==> src/rtl/mem_port_arbiter.sv <==
// Shares the single processor-memory port between icache and dcache.
// The dcache has priority. A starvation counter forces the icache through
// after a bounded number of contested cycles that it loses.
// A per-tag owner table steers returning data to the cache that issued the load.
module mem_port_arbiter #(
    parameter int STARVE_LIMIT = 4,
    parameter int NUM_TAGS     = 16
) (
    input  logic        clock,
    input  logic        reset,
    input  logic [1:0]  icache_command,
    input  logic [31:0] icache_addr,
    input  logic [1:0]  dcache_command,
    input  logic [31:0] dcache_addr,
    input  logic [63:0] dcache_data,
    input  logic [3:0]  mem2proc_transaction_tag,
    input  logic [63:0] mem2proc_data,
    input  logic [3:0]  mem2proc_data_tag,
    output logic [1:0]  proc2mem_command,
    output logic [31:0] proc2mem_addr,
    output logic [63:0] proc2mem_data,
    output logic        icache_grant,
    output logic        dcache_grant,
    output logic [3:0]  icache_transaction_tag,
    output logic [3:0]  dcache_transaction_tag,
    output logic [3:0]  icache_data_tag,
    output logic [3:0]  dcache_data_tag,
    output logic [63:0] icache_data,
    output logic [63:0] dcache_data_out,
    output logic [3:0]  icache_outstanding,
    output logic [3:0]  dcache_outstanding,
    output logic        tag_error
);

    localparam logic [1:0] MEM_NONE  = 2'd0;
    localparam logic [1:0] MEM_LOAD  = 2'd1;

    localparam int STARVE_W = $clog2(STARVE_LIMIT + 1);
    localparam logic [STARVE_W-1:0] STARVE_MAX = STARVE_W'(STARVE_LIMIT);

    typedef enum logic [1:0] {
        OWN_FREE   = 2'd0,
        OWN_ICACHE = 2'd1,
        OWN_DCACHE = 2'd2
    } owner_e;

    owner_e              owner_q [NUM_TAGS];
    owner_e              owner_d [NUM_TAGS];
    logic [STARVE_W-1:0] starve_q, starve_d;
    logic [3:0]          i_out_q, i_out_d;
    logic [3:0]          d_out_q, d_out_d;
    logic                tag_error_q, tag_error_d;

    logic   icache_req_s, dcache_req_s;
    logic   icache_win_s, dcache_win_s;
    logic   ret_valid_s;
    owner_e ret_owner_s;
    logic   alloc_s;

    // Saturation-free up/down step; a simultaneous alloc and return cancel out.
    function automatic logic [3:0] count_next(input logic [3:0] cnt,
                                              input logic inc, input logic dec);
        logic [3:0] res;
        case ({inc, dec})
            2'b10:   res = cnt + 4'd1;
            2'b01:   res = cnt - 4'd1;
            default: res = cnt;
        endcase
        return res;
    endfunction

    // Pick the winner: dcache first, unless the icache has starved long enough.
    always_comb begin
        icache_req_s = (icache_command != MEM_NONE);
        dcache_req_s = (dcache_command != MEM_NONE);
        icache_win_s = 1'b0;
        dcache_win_s = 1'b0;
        if (!reset) begin
            icache_win_s = 1'b0;
            dcache_win_s = 1'b0;
        end else if (icache_req_s && dcache_req_s) begin
            icache_win_s = (starve_q == STARVE_MAX);
            dcache_win_s = (starve_q != STARVE_MAX);
        end else begin
            icache_win_s = icache_req_s;
            dcache_win_s = dcache_req_s;
        end
    end

    // Drive the memory port from the winner and hand the memory tag back to it.
    always_comb begin
        proc2mem_command       = MEM_NONE;
        proc2mem_addr          = 32'd0;
        proc2mem_data          = 64'd0;
        icache_grant           = 1'b0;
        dcache_grant           = 1'b0;
        icache_transaction_tag = 4'd0;
        dcache_transaction_tag = 4'd0;
        case ({icache_win_s, dcache_win_s})
            2'b10: begin
                proc2mem_command       = icache_command;
                proc2mem_addr          = icache_addr;
                icache_grant           = 1'b1;
                icache_transaction_tag = mem2proc_transaction_tag;
            end
            2'b01: begin
                proc2mem_command       = dcache_command;
                proc2mem_addr          = dcache_addr;
                proc2mem_data          = dcache_data;
                dcache_grant           = 1'b1;
                dcache_transaction_tag = mem2proc_transaction_tag;
            end
            default: begin
                proc2mem_command = MEM_NONE;
            end
        endcase
    end

    // Steer a returning tag to the cache that owns it (old owner on same-cycle reuse).
    always_comb begin
        ret_valid_s     = reset && (mem2proc_data_tag != 4'd0);
        ret_owner_s     = owner_q[mem2proc_data_tag];
        icache_data_tag = 4'd0;
        dcache_data_tag = 4'd0;
        if (ret_valid_s && (ret_owner_s == OWN_ICACHE)) begin
            icache_data_tag = mem2proc_data_tag;
        end else if (ret_valid_s && (ret_owner_s == OWN_DCACHE)) begin
            dcache_data_tag = mem2proc_data_tag;
        end else begin
            icache_data_tag = 4'd0;
            dcache_data_tag = 4'd0;
        end
    end

    assign icache_data        = mem2proc_data;
    assign dcache_data_out    = mem2proc_data;
    assign icache_outstanding = i_out_q;
    assign dcache_outstanding = d_out_q;
    assign tag_error          = tag_error_q;

    // Next state: free on return, then allocate, so a reissued tag gets its new owner.
    always_comb begin
        owner_d     = owner_q;
        alloc_s     = (icache_win_s || dcache_win_s) && (proc2mem_command == MEM_LOAD)
                      && (mem2proc_transaction_tag != 4'd0);
        tag_error_d = tag_error_q;
        if (ret_valid_s && (ret_owner_s == OWN_FREE)) begin
            tag_error_d = 1'b1;
        end else if (ret_valid_s) begin
            owner_d[mem2proc_data_tag] = OWN_FREE;
        end else begin
            tag_error_d = tag_error_q;
        end
        if (alloc_s) begin
            owner_d[mem2proc_transaction_tag] = icache_win_s ? OWN_ICACHE : OWN_DCACHE;
        end else begin
            owner_d[0] = owner_d[0];
        end
        i_out_d = count_next(i_out_q, alloc_s && icache_win_s,
                             ret_valid_s && (ret_owner_s == OWN_ICACHE));
        d_out_d = count_next(d_out_q, alloc_s && dcache_win_s,
                             ret_valid_s && (ret_owner_s == OWN_DCACHE));
        if (icache_req_s && dcache_req_s && dcache_win_s) begin
            starve_d = (starve_q == STARVE_MAX) ? starve_q : starve_q + STARVE_W'(1);
        end else if (icache_win_s && (mem2proc_transaction_tag != 4'd0)) begin
            starve_d = '0;
        end else begin
            starve_d = starve_q;
        end
    end

    // State registers; async reset empties the owner table and clears all counters.
    always_ff @(posedge clock or negedge reset) begin
        if (!reset) begin
            for (int i = 0; i < NUM_TAGS; i++) begin
                owner_q[i] <= OWN_FREE;
            end
            starve_q    <= '0;
            i_out_q     <= 4'd0;
            d_out_q     <= 4'd0;
            tag_error_q <= 1'b0;
        end else begin
            owner_q     <= owner_d;
            starve_q    <= starve_d;
            i_out_q     <= i_out_d;
            d_out_q     <= d_out_d;
            tag_error_q <= tag_error_d;
        end
    end

endmodule

==> config.mk <==
export PLATFORM = sky130hd
export DESIGN_NAME = mem_port_arbiter
export DESIGN_NICKNAME = d
export VERILOG_FILES = /design/src/rtl/mem_port_arbiter.sv
export SDC_FILE = /design/constraint.sdc
export NUM_CORES = 1
export LEC_CHECK = 0
export ABC_AREA = 1
export BUFFER_PORTS_ARGS = -buffer_cell sky130_fd_sc_hd__buf_4
export CORE_AREA = 2 2 180 182
export CTS_BUF_LIST = sky130_fd_sc_hd__clkbuf_8
export CTS_CLUSTER_SIZE = 30
export DETAILED_ROUTE_END_ITERATION = 6
export DIE_AREA = 0 0 182 184
export SKIP_CTS_REPAIR_TIMING = 1
export SYNTH_ARGS = -nofsm -noshare
export SYNTH_HDL_FRONTEND = slang
export SYNTH_SLANG_ARGS = --single-unit
==> constraint.sdc <==
create_clock -name clock -period 3.37 [get_ports clock]
set_input_delay 0.5055 -clock clock [delete_from_list [all_inputs] [get_ports clock]]
set_output_delay 0.5055 -clock clock [all_outputs]
set_load 0.05 [all_outputs]
### Yosys cells after proc, flatten, opt, wreduce, memory -nomap -nowiden

Index checks and enable logic that the tools add are counted.

* register bits after elaboration: 44
* bits in latches: 0
* bits in writable memories: 0
* ROM bits: 0
* input bits: 206
* word-level logic and storage cells: 100
* memories kept: 0

* $add $sub $neg: 5
* multipliers: 0
* divide/modulo/power cells: 0
* order comparisons: 4
* eq/ne operators: 12
* shift operators: 0
* mux-type cells: 32
* bitwise logic cells: 4
* reductions and logical operators: 23

Operators by type and width (count)
* 32-bit 2-to-1 mux: 2
* 64-bit 2-to-1 mux: 1
* 32-bit case mux with 2 select lines: 1
* 32-bit AND: 1
* 32-bit bitwise mux: 1
* 32-bit NOT: 1
* 30-bit 2-to-1 mux: 1
* 4-bit 2-to-1 mux: 5
* 2-bit demux with 4-bit select: 2
* 4-bit case mux with 2 select lines: 2
* 1-bit logical AND: 13
* 2-bit 2-to-1 mux: 6
* 2-bit by 1-bit equality test with 1-bit output (second input constant): 5
* 5-bit >= comparator (second input constant): 2
* 5-bit by 1-bit < comparator with 1-bit output (second input constant): 2
* 4-bit NOT with 5-bit output: 2
* 2-bit nonzero test: 5
* 3-bit 2-to-1 mux: 3
* 4-bit by 1-bit adder with 4-bit output (second input constant): 2
* 2-bit binary-select mux with 4-bit select: 1
* 2-bit equality test (second input constant): 4
* 4-bit nonzero test: 2
* 4-bit by 1-bit subtractor with 4-bit output (second input constant): 2
* 1-bit 2-to-1 mux: 6
* 8 further kinds: 8

### Depth between registers and ports, before layout

Gate-level depths: netlist (run 1).

* word-level depth: 12
* gate-level depth with buffers: 27

### Worst setup path before layout (run 1)

Ideal clock, no wire load.

* path kind: input to register
* start point: in dcache_command[0]
* end point: reg d_out_q[2], in the netlist dcache_outstanding[2]
* arrival: 3978 ps
* data required time: 3292 ps
* slack: -686 ps
* stages on the path: 22
* path buffers: 3
* cells stage by stage: nor2_1 -> nor2_1 -> nor3_4 -> buf_2 -> ha_1 -> nand2_1 -> nand2_1 -> nand2_1 -> inv_1 -> nand2_1 -> nor2_2 -> buf_6 -> buf_2 -> nand2_1 -> ha_1 -> nand2_1 -> inv_1 -> nor2_1 -> ha_1 -> a21oi_1 -> or2_2 -> a21oi_1

* longest elaborated chain between the ends: 12
* elaborated cells between the ends (all ways): 18
* classes of those cells: eq/ne: 5; mux: 6; reduce/logical: 7

Ends and longest elaborated chain
* from (decl): line 13 `input logic [1:0] dcache_command,`
* 2-bit nonzero test: line 75 `dcache_req_s = (dcache_command != MEM_NONE);`
* 1-bit logical AND: line 81 `end else if (icache_req_s && dcache_req_s) begin`
* 1-bit 2-to-1 mux: line 81
* 1-bit 2-to-1 mux: line 78 `if (!reset) begin`
* 2-bit by 1-bit equality test with 1-bit output / 2-bit equality test (equally long branches): line 99 `case ({icache_win_s, dcache_win_s})`
* 2-bit case mux with 2 select lines *: line 99
* net proc2mem_command[0]: line 19 `output logic [1:0] proc2mem_command,`
* 2-bit by 1-bit equality test with 1-bit output *: line 144 `alloc_s = (icache_win_s || dcache_win_s) && (proc2mem_command == MEM_LOAD)`
* 1-bit logical AND *: line 144
* 1-bit logical AND *: line 145 `&& (mem2proc_transaction_tag != 4'd0);`
* 1-bit logical AND *: line 161 `d_out_d = count_next(d_out_q, alloc_s && dcache_win_s,`
* 2-bit by 1-bit equality test with 1-bit output / 2-bit equality test (equally long branches): line 64 `case ({inc, dec})`
* 4-bit case mux with 2 select lines / 2-bit nonzero test (equally long branches)
* to (signal assigned): line 186 `d_out_q <= d_out_d;`
* to (decl): line 51 `logic [3:0] d_out_q, d_out_d;`

Mark *: on every way through the listed nets, which the timed path passes. The rest lies on a longest branch.
A chain may end at the register's enable or synchronous reset.

### Worst setup path after layout (run 1)

* start point: reg starve_q[1]
* end point: out proc2mem_addr[22]

* longest elaborated chain between the ends: 5
* elaborated cells between the ends (all ways): 9
* classes of those cells: eq/ne: 4; mux: 5

Ends and longest elaborated chain
* from (decl): line 49 `logic [STARVE_W-1:0] starve_q, starve_d;`
* from (signal assigned): line 184 `starve_q <= starve_d;`
* 3-bit != test / 3-bit equality test (equally long branches): line 83, 82
* 1-bit 2-to-1 mux: line 81
* 1-bit 2-to-1 mux: line 78
* 2-bit by 1-bit equality test with 1-bit output / 2-bit equality test (equally long branches): line 99
* 32-bit case mux with 2 select lines *: line 99
* to (decl): line 20 `output logic [31:0] proc2mem_addr,`

Mark *: on every way between the ends. The rest lies on a longest branch, timed or not.

==> results of run 1 <==
-- cell families after synthesis --
| logic type | after synthesis |
|---|---|
| AO/OA/AOI/OAI | 100 |
| XOR/XNOR | 6 |
| adder cells (fa/ha/maj) | 11 |
| buffers and inverters | 300 |
| flip-flops | 44 |
| AND/OR/NAND/NOR | 407 |
-- Yosys cell counts (all sizes together) --
| cell type | n | area (µm²) |
|---|---|---|
| nor3 | 4 | 31.3 |
| o21a | 2 | 15.0 |
| dfrtp | 44 | 1100 |
| or2 | 5 | 31.3 |
| a21boi | 4 | 30.0 |
| clkbuf | 16 | 60.1 |
| nand3 | 22 | 120 |
| o32ai | 1 | 8.76 |
| inv | 138 | 518 |
| ha | 11 | 138 |
| nand4 | 3 | 18.8 |
| a21oi | 39 | 206 |
| xnor2 | 6 | 52.6 |
| nor2 | 37 | 171 |
| buf | 146 | 1080 |
| o21ai | 54 | 282 |
| nand2 | 336 | 1260 |
-- final timing paths --
path / start / end / slack [ns] / depth (start not counted)
max: starve_q[1]$_DFFE_PN0P_ / proc2mem_addr[22] / 0.11 / 12
min: reset / starve_q[2]$_DFFE_PN0P_ / 0.02 / 1
max in group asynchronous: reset / owner_q[15]$_DFF_PN0_ / 2.57 / 2
min reg2reg: owner_q[30]$_DFF_PN0_ / owner_q[30]$_DFF_PN0_ / 0.39 / 0
max reg2reg: starve_q[1]$_DFFE_PN0P_ / dcache_outstanding[2]$_DFFE_PN0P_ / 0.28 / 23
min in group clock: owner_q[30]$_DFF_PN0_ / owner_q[30]$_DFF_PN0_ / 0.39 / 0
-- cell type report --
cell class                      instances  area (µm²)
Inverter                              138         524
Timing Repair Buffer                  273        2070
Fill cell                            3623       24600
Sequential cell                        44        1100
Multi-Input combinational cell        524        2510
Clock buffer                            6        82.6
Clock inverter                          2        7.51
Tap cell                              402         503
-- worst max-delay path, cell delays in order, from the launching register on --
cell     delay (ns)
dfrtp_1        0.38
inv_2          0.06
ha_4           0.15
nand2_1        0.06
inv_1          0.06
nor2_2         0.19
o21ai_1        0.14
inv_1          0.17
ha_4           0.20
buf_16         0.28
nand2_1        0.22
a21oi_1        0.26
buf_4          0.24
-- through the flow --
stage	setup slack, ns	hold WS, ns
after global placement	0.192	0.339
after floorplan	-0.0739	0.210
final	0.107	0.0183
after detailed placement	0.0921	0.341
after global routing	-0.00396	0.00136
after CTS	0.0632	0.0147
-- metal layers --
layer / track usage / up-vias
met2: 0.225 / 333
li1: - / 2695
met3: 0.0656 / 17
met4: 0.0306 / 2
met5: 0 / -
met1: 0.179 / 2517
-- state kept, by name (all words and copies together) (netlist names) --
name,count
dcache_outstanding,4
tag_error,1
owner_q,32
starve_q,3
icache_outstanding,4
-- power by group --
part / switching, mW / internal [mW] / leakage, nW
clock network: 0.189 / 0.162 / 0.0538
logic: 1.24 / 0.556 / 3.50
registers: 0.0976 / 0.624 / 0.592
total: 1.53 / 1.34 / 4.14
==> results.json, run 1 <==
{
  "status": "finished clean",
  "ios": 459,
  "clk_pin_slew_ns": 0.08,
  "n_antenna_cell": 0,
  "wl_per_cell_um": 18.0,
  "synth_xor_area_frac": 0.0102,
  "fin_nets": 1203,
  "ys_ff_latch": 44,
  "grt_overflow_total": 0,
  "fmax_mhz": 306,
  "fin_area_um2": 6800,
  "synth-adder-area-share": 0.0268,
  "first_global_vias": 5468,
  "grtUsageTotal": 0.143,
  "cts_buffers": 5,
  "endpoint_kind": "output port",
  "final_common_cell": "nand2_1",
  "cp_max_fo": 101,
  "final_cells": 1389,
  "dp_cells": 1381,
  "required_ns": 2.86,
  "crit_arrival_ns": 2.76,
  "via_count": 5564,
  "cts_max_level": 2,
  "drive_above_1_share": 0.334,
  "synth-seq-area-share": 0.215,
  "rows": 65,
  "ys_types": 29,
  "cp-start-kind": "flip-flop",
  "synth_area_um2": 5130,
  "cts_buffer_depth": 2,
  "vias_per_cell": 4.01,
  "antenna_left": 0,
  "relSlewSlack": 0.601,
  "synth_top_family_by_area": "buffers and inverters",
  "area_delta_synth_final_pct": 32.6,
  "fin_util": 0.217,
  "first_pass_iters": 5,
  "cts_root_buf": "clkbuf_8",
  "setup.worst_path.class": "reg -> out",
  "m1WireLength_mm": 10.6,
  "worstHoldPathType": "in -> async",
  "syn-num-nets": 1085,
  "antenna_found_initial": 1,
  "total_power_mw": 2.87,
  "dp_hpwl_mm": 21.5,
  "die_h_um": 184,
  "worst_pin_slew_ns": 0.597,
  "gp_congestion": 0.870,
  "synthMuxAreaShare": 0,
  "mostFrequentLayoutCells": "nand2_1, buf_4, inv_1",
  "wl_met3_mm": 2.79,
  "clkLatencyLatePin_ns": 0.30,
  "dieArea_um2": 33500,
  "p_per_area_nw_per_um2": 422,
  "yosys_warnings": 0,
  "wirelength_mm": 25.0,
  "highest_layer": "met5",
  "numClockSinks": 44,
  "dieWidth_um": 182,
  "finalSetupViolations": 0,
  "grt_pass1_wl_mm": 35.5,
  "period_share": 0.968,
  "slew_violations": 0,
  "drc": 0,
  "portBuffers": 266,
  "grt_start_max_net_pins": 102,
  "initialDrtViolationCount": 288,
  "syn_avg_cell_area_um2": 5.91,
  "cap_violations": 0,
  "skew_ns": 0.00567,
  "synth_cells": 868,
  "wl_met2_mm": 11.3,
  "yosys.area_share.simple": 0.319,
  "finalSetupTns_ns": 0,
  "tritoncts": "built",
  "synth_compound_area_frac": 0.106,
  "start_util": 0.163,
  "vdd_drop_max_mv": 0.206,
  "core-area_um2": 31400,
  "min_period_ns": 3.26,
  "final_hold_viol_count": 0,
  "leakagePower_nw": 4.14,
  "rsz0062_at_grt": "yes",
  "dpl_cell_area_um2": 6670
}
No activity file was read; power rests on OpenSTA's default activity.
==> run 2, diff against run 1 <==
==> constraint.sdc (replaced) <==
create_clock -name clock -period 3.3 [get_ports clock]
set_input_delay 0.495 -clock clock [delete_from_list [all_inputs] [get_ports clock]]
set_output_delay 0.495 -clock clock [all_outputs]
set_load 0.05 [all_outputs]
==> run 2 against run 1 <==
Net effect: global-route usage is 0.99 points higher; cell area is 2.8% higher; setup slack better by 0.034 ns; flip-flop and latch count is the same; worst hold slack better by 0.36 ns; critical path type unchanged; largest cell class unchanged.
==> results.json, run 2 (synthesized netlist as in run 1, its figures left out) <==
{
  "slowest_delay_ns": 0.47,
  "clkLatencyLatePin_ns": 0.30,
  "r2r_cells": 23,
  "finalSetupViolations": 0,
  "finalSetupTns_ns": 0,
  "grt_overflow_total": 0,
  "antenna_found_initial": 3,
  "n_fill_cell": 3613,
  "crit_arrival_ns": 2.66,
  "tritoncts": "built",
  "slew_violations": 0,
  "grt_start_max_net_pins": 101,
  "mostFrequentLayoutCells": "nand2_1, buf_4, inv_1",
  "rows": 65,
  "via_count": 5680,
  "dieArea_um2": 33500,
  "ios": 459,
  "cp_slowest_cell": "buf_4",
  "final_common_cell": "nand2_1",
  "skew_ns": 0.00845,
  "wirelength_mm": 27.0,
  "cts_max_level": 2,
  "r2r-end": "icache_outstanding[2]$_DFFE_PN0P_",
  "antenna_left": 0,
  "cap_violations": 0,
  "endpoint_kind": "output port",
  "vias_per_cell": 4.07,
  "dpl_cell_area_um2": 6800,
  "worst_pin_slew_ns": 0.584,
  "cp-start-kind": "flip-flop",
  "vdd_drop_max_mv": 0.165,
  "wl_per_cell_um": 19.4,
  "top_register": "owner_q",
  "worst_slack_ns": 0.140,
  "endpoint": "proc2mem_addr[24]",
  "numClockSinks": 44,
  "area_delta_synth_final_pct": 36.3,
  "final_hold_viol_count": 0,
  "cts_buffer_depth": 2,
  "initialDrtViolationCount": 452,
  "cts_root_buf": "clkbuf_8",
  "p_per_area_nw_per_um2": 446,
  "cp_max_fo": 32,
  "min_period_ns": 3.16,
  "drc": 0,
  "grtUsageTotal": 0.153,
  "die_h_um": 184,
  "clk_pin_slew_ns": 0.09,
  "start_util": 0.163,
  "place_ws_ns": 0.153,
  "fin_nets": 1207,
  "worstHoldPathType": "in -> async",
  "multiInputGateArea_um2": 2610,
  "portBuffers": 266,
  "timing.rr.start": "starve_q[0]$_DFFE_PN0P_",
  "dieWidth_um": 182,
  "first_global_vias": 5687,
  "path_cells": "inv_2 > ha_4 > nand2_1 > inv_1 > nor2_2 > nor3_4 > inv_2 > ha_4 > buf_4 > a21oi_2 > buf_4",
  "fin_area_um2": 6990,
  "fmax_mhz": 317,
  "total_power_mw": 3.12,
  "required_ns": 2.80,
  "cts_buffers": 5,
  "core-area_um2": 31400,
  "period_share": 0.957,
  "dp_hpwl_mm": 22.8,
  "status": "finished clean",
  "seq_area_um2": 1100,
  "r2r_setup_slack_ns": 0.27,
  "setup.worst_path.class": "reg -> out",
  "gp_congestion": 0.899,
  "cp-startpoint": "starve_q[0]$_DFFE_PN0P_",
  "leakagePower_nw": 4.17,
  "relSlewSlack": 0.611,
  "drive_above_1_share": 0.360,
  "largest_register_ffs": 32,
  "first_pass_iters": 5,
  "grt_pass1_wl_mm": 38.1
}
run 2: changes by cell type in the layout (fill, tap and decap cells not counted), moves of 2 or more:
cell       delta
inv_2         +2
nand2_2       -4
a21oi_2      +25
buf_4         +2
bufinv_16     +2
diode_2       +2
inv_1         -3
nand2_1       +4
a21oi_1      -25
run 2: final cells by class:
type / instances / area share
Clock inverter: 2 / 0.00859
Timing Repair Buffer: 277 / 0.304
Multi-Input combinational cell: 524 / 0.373
Tap cell: 402 / 0.0719
Inverter: 138 / 0.0746
Sequential cell: 44 / 0.157
Antenna cell: 2 / 0.000716
Clock buffer: 5 / 0.00984
run 2: worst min-delay path by stage:
stage                     slack, ns                           endpoint                  start
final                          0.38               owner_q[1]$_DFF_PN0_                  reset
after CTS                     0.005            starve_q[2]$_DFFE_PN0P_                  reset
after global routing           0.41              owner_q[30]$_DFF_PN0_  owner_q[30]$_DFF_PN0_
after detailed placement       0.34            starve_q[1]$_DFFE_PN0P_                  reset
after floorplan                0.20  dcache_outstanding[0]$_DFFE_PN0P_                  reset
after global placement         0.34            starve_q[2]$_DFFE_PN0P_                  reset
run 2: per-layer routing:
metal  vias to the layer above  share of wire  track usage  wire, µm
met3                        12           0.13       0.0826      3600
li1                       2708              -            -         -
met4                         4         0.0043       0.0155       116
met1                      2612           0.42        0.192     11300
met2                       344           0.44        0.238     11900
met5                         -         0.0010      0.00741        27
run 2: critical path: cells and delay by family, from the launching register on:
family,cells,cell delay (ns)
AND/OR/NAND/NOR,3,0.37
AO/OA/AOI/OAI,1,0.13
flip-flops,1,0.42
buffers and inverters,5,0.98
adder cells (fa/ha/maj),2,0.40
run 2: through the flow:
| stage | hold WS (ns) | util | instances |
|---|---|---|---|
| after global routing | 0.408 | 0.223 | 1392 |
| after detailed placement | 0.344 | 0.217 | 1382 |
| after CTS | 0.00481 | 0.221 | 1389 |
| final | 0.378 | 0.223 | 1394 |
| after floorplan | 0.199 | - | 868 |
| after global placement | 0.342 | 0.217 | 1382 |
run 2: report_power, final:
part	switching [mW]	internal [mW]
combinational	1.29	0.593
sequential	0.103	0.637
clock	0.194	0.298
total	1.59	1.53
==> run 3, diff against run 2 <==
--- a/config.mk
+++ b/config.mk
@@ -6,7 +6,7 @@
 export NUM_CORES = 1
 export LEC_CHECK = 0
 export ABC_AREA = 1
-export BUFFER_PORTS_ARGS = -buffer_cell sky130_fd_sc_hd__buf_4
+export BUFFER_PORTS_ARGS = -buffer_cell sky130_fd_sc_hd__buf_2
 export CORE_AREA = 2 2 180 182
 export CTS_BUF_LIST = sky130_fd_sc_hd__clkbuf_8
 export CTS_CLUSTER_SIZE = 30
==> run 3 against run 2 <==
Net effect: first-iteration DRC count fell by 29%; sequential power decreased by 0.7%; critical path depth grew 1; final cell count shrank 0.14%; clock skew shrank 0.0017 ns; register-to-register slack about the same; sequential share of layout area is 0.071 points higher; die area stayed put; wire length fell by 6.3%; combinational power rose by 2%; cell area fell by 0.45%; critical endpoint is now proc2mem_addr[7].
==> results.json, run 3 (synthesized netlist as in run 1, its figures left out) <==
{
  "rsz0062_at_grt": "yes",
  "cp-start-kind": "flip-flop",
  "dieArea_um2": 33500,
  "portBuffers": 266,
  "worstHoldPathType": "in -> async",
  "first_global_vias": 5608,
  "start_util": 0.163,
  "relSlewSlack": 0.603,
  "grt_pass1_wl_mm": 37.0,
  "vdd_drop_max_mv": 0.191,
  "grt_start_max_net_pins": 102,
  "clkLatencyLatePin_ns": 0.30,
  "p_switching_mw": 1.62,
  "first_pass_iters": 4,
  "final_hold_viol_count": 0,
  "setup.worst_path.class": "reg -> out",
  "cts_buffers": 5,
  "path_cells": "inv_2 > ha_4 > nand2_1 > inv_1 > nor2_2 > o21ai_1 > inv_1 > ha_4 > buf_16 > nand2_1 > a21oi_2 > clkbuf_4",
  "min_period_ns": 3.14,
  "core-area_um2": 31400,
  "tritoncts": "built",
  "die_h_um": 184,
  "cts_buffer_depth": 2,
  "gp_congestion": 0.881,
  "total_power_mw": 3.01,
  "fmax_mhz": 318,
  "endpoint_kind": "output port",
  "power_frac_clock": 0.114,
  "via_count": 5660,
  "seq_power_share": 0.244,
  "initialDrtViolationCount": 323,
  "dieWidth_um": 182,
  "required_ns": 2.80,
  "combinationalPowerShare": 0.642,
  "numClockSinks": 44,
  "cap_violations": 0,
  "final_common_cell": "nand2_1",
  "worst_pin_slew_ns": 0.595,
  "final_cells": 1392,
  "crit_arrival_ns": 2.65,
  "power.internal_mw": 1.39,
  "fin_util": 0.222,
  "dp_hpwl_mm": 21.7,
  "top_register": "owner_q",
  "crit_buf_inv": 5,
  "wl_per_cell_um": 18.2,
  "cts_root_buf": "clkbuf_8",
  "vias_per_cell": 4.07,
  "leakagePower_nw": 4.15,
  "cts_max_level": 2,
  "cp_slowest_cell": "dfrtp_1",
  "antenna_left": 0,
  "p_per_area_nw_per_um2": 432,
  "drive_above_1_share": 0.361,
  "largest_register_ffs": 32,
  "fin_nets": 1206,
  "critPathTopFamily": "buffers and inverters",
  "area_delta_synth_final_pct": 35.7,
  "skew_ns": 0.00673,
  "grt_overflow_total": 0,
  "slew_violations": 0,
  "ios": 459,
  "swShare": 0.539,
  "antenna_found_initial": 1,
  "slowest_delay_ns": 0.37,
  "grtUsageTotal": 0.147,
  "wirelength_mm": 25.3,
  "drc": 0,
  "finalSetupViolations": 0,
  "dp_cells": 1384,
  "status": "finished clean",
  "finalSetupTns_ns": 0,
  "clk_pin_slew_ns": 0.09,
  "rows": 65,
  "period_share": 0.952,
  "mostFrequentLayoutCells": "nand2_1, buf_2, inv_1",
  "cp_max_fo": 101
}
==> run 3: cell types whose count changed in the layout (fill, tap and decap cells not counted), sizes merged <==
cell / delta
buf: -2
bufinv: -2
clkbuf: +2
clkinv: +1
clkinvlp: +1
diode: -1
dlygate4sd3: -1
==> run 3: final timing paths <==
| check | end | from | slack [ns] | depth (start not counted) |
|---|---|---|---|---|
| worst max-delay path | proc2mem_addr[7] | starve_q[0]$_DFFE_PN0P_ | 0.16 | 12 |
| worst min-delay path | starve_q[2]$_DFFE_PN0P_ | reset | 0.05 | 1 |
| worst max register to register | icache_outstanding[2]$_DFFE_PN0P_ | starve_q[0]$_DFFE_PN0P_ | 0.28 | 23 |
| worst min register to register | owner_q[31]$_DFF_PN0_ | owner_q[31]$_DFF_PN0_ | 0.39 | 0 |
| max in group asynchronous | owner_q[10]$_DFF_PN0_ | reset | 2.49 | 2 |
| min in group clock | owner_q[31]$_DFF_PN0_ | owner_q[31]$_DFF_PN0_ | 0.39 | 0 |
==> run 3: through the flow <==
step / setup WS (ns) / hold slack [ns] / area, µm²
after floorplan: -0.137 / 0.199 / 5390
after global placement: 0.247 / 0.366 / 6840
after detailed placement: 0.182 / 0.368 / 6840
after CTS: 0.0858 / 0.0522 / 6920
after global routing: -0.00414 / 0.0466 / 6960
final: 0.160 / 0.0467 / 6960
==> run 3: final cells by class <==
cell class                 count  area, µm²
clock buffer                   5       68.8
antenna                        1       2.50
fill                        3580      24400
inverter                     138        522
multi-input combinational    524       2630
sequential                    44       1100
clock inverter                 2       12.5
tap                          402        503
timing repair buffer         276       2120
==> run 3: routing by layer <==
metal,vias up,share of wire,track usage
li1,2696,-,-
met1,2608,0.42,0.187
met2,339,0.44,0.227
met3,17,0.12,0.0699
met4,0,0.014,0.0290
met5,-,0,0.00741
==> run 3: power groups by stage <==
stage          combinational (mW)  clock, mW  sequential [mW]
2_1_floorplan                1.51          0            0.855
3_3_place_gp                 1.90          0            0.741
3_5_place_dp                 1.94          0            0.740
4_1_cts                      1.94      0.358            0.732
5_1_grt                      2.08      0.375            0.752
6_report                     1.93      0.343            0.735
==> run 3: worst register-to-register path, delay by kind of cell, from the launching register on <==
kind,cells,cell delay [ns]
AO/OA/AOI/OAI,3,0.24
adder cells (fa/ha/maj),4,0.68
buffers and inverters,5,0.41
flip-flops,1,0.37
AND/OR/NAND/NOR,11,1.24
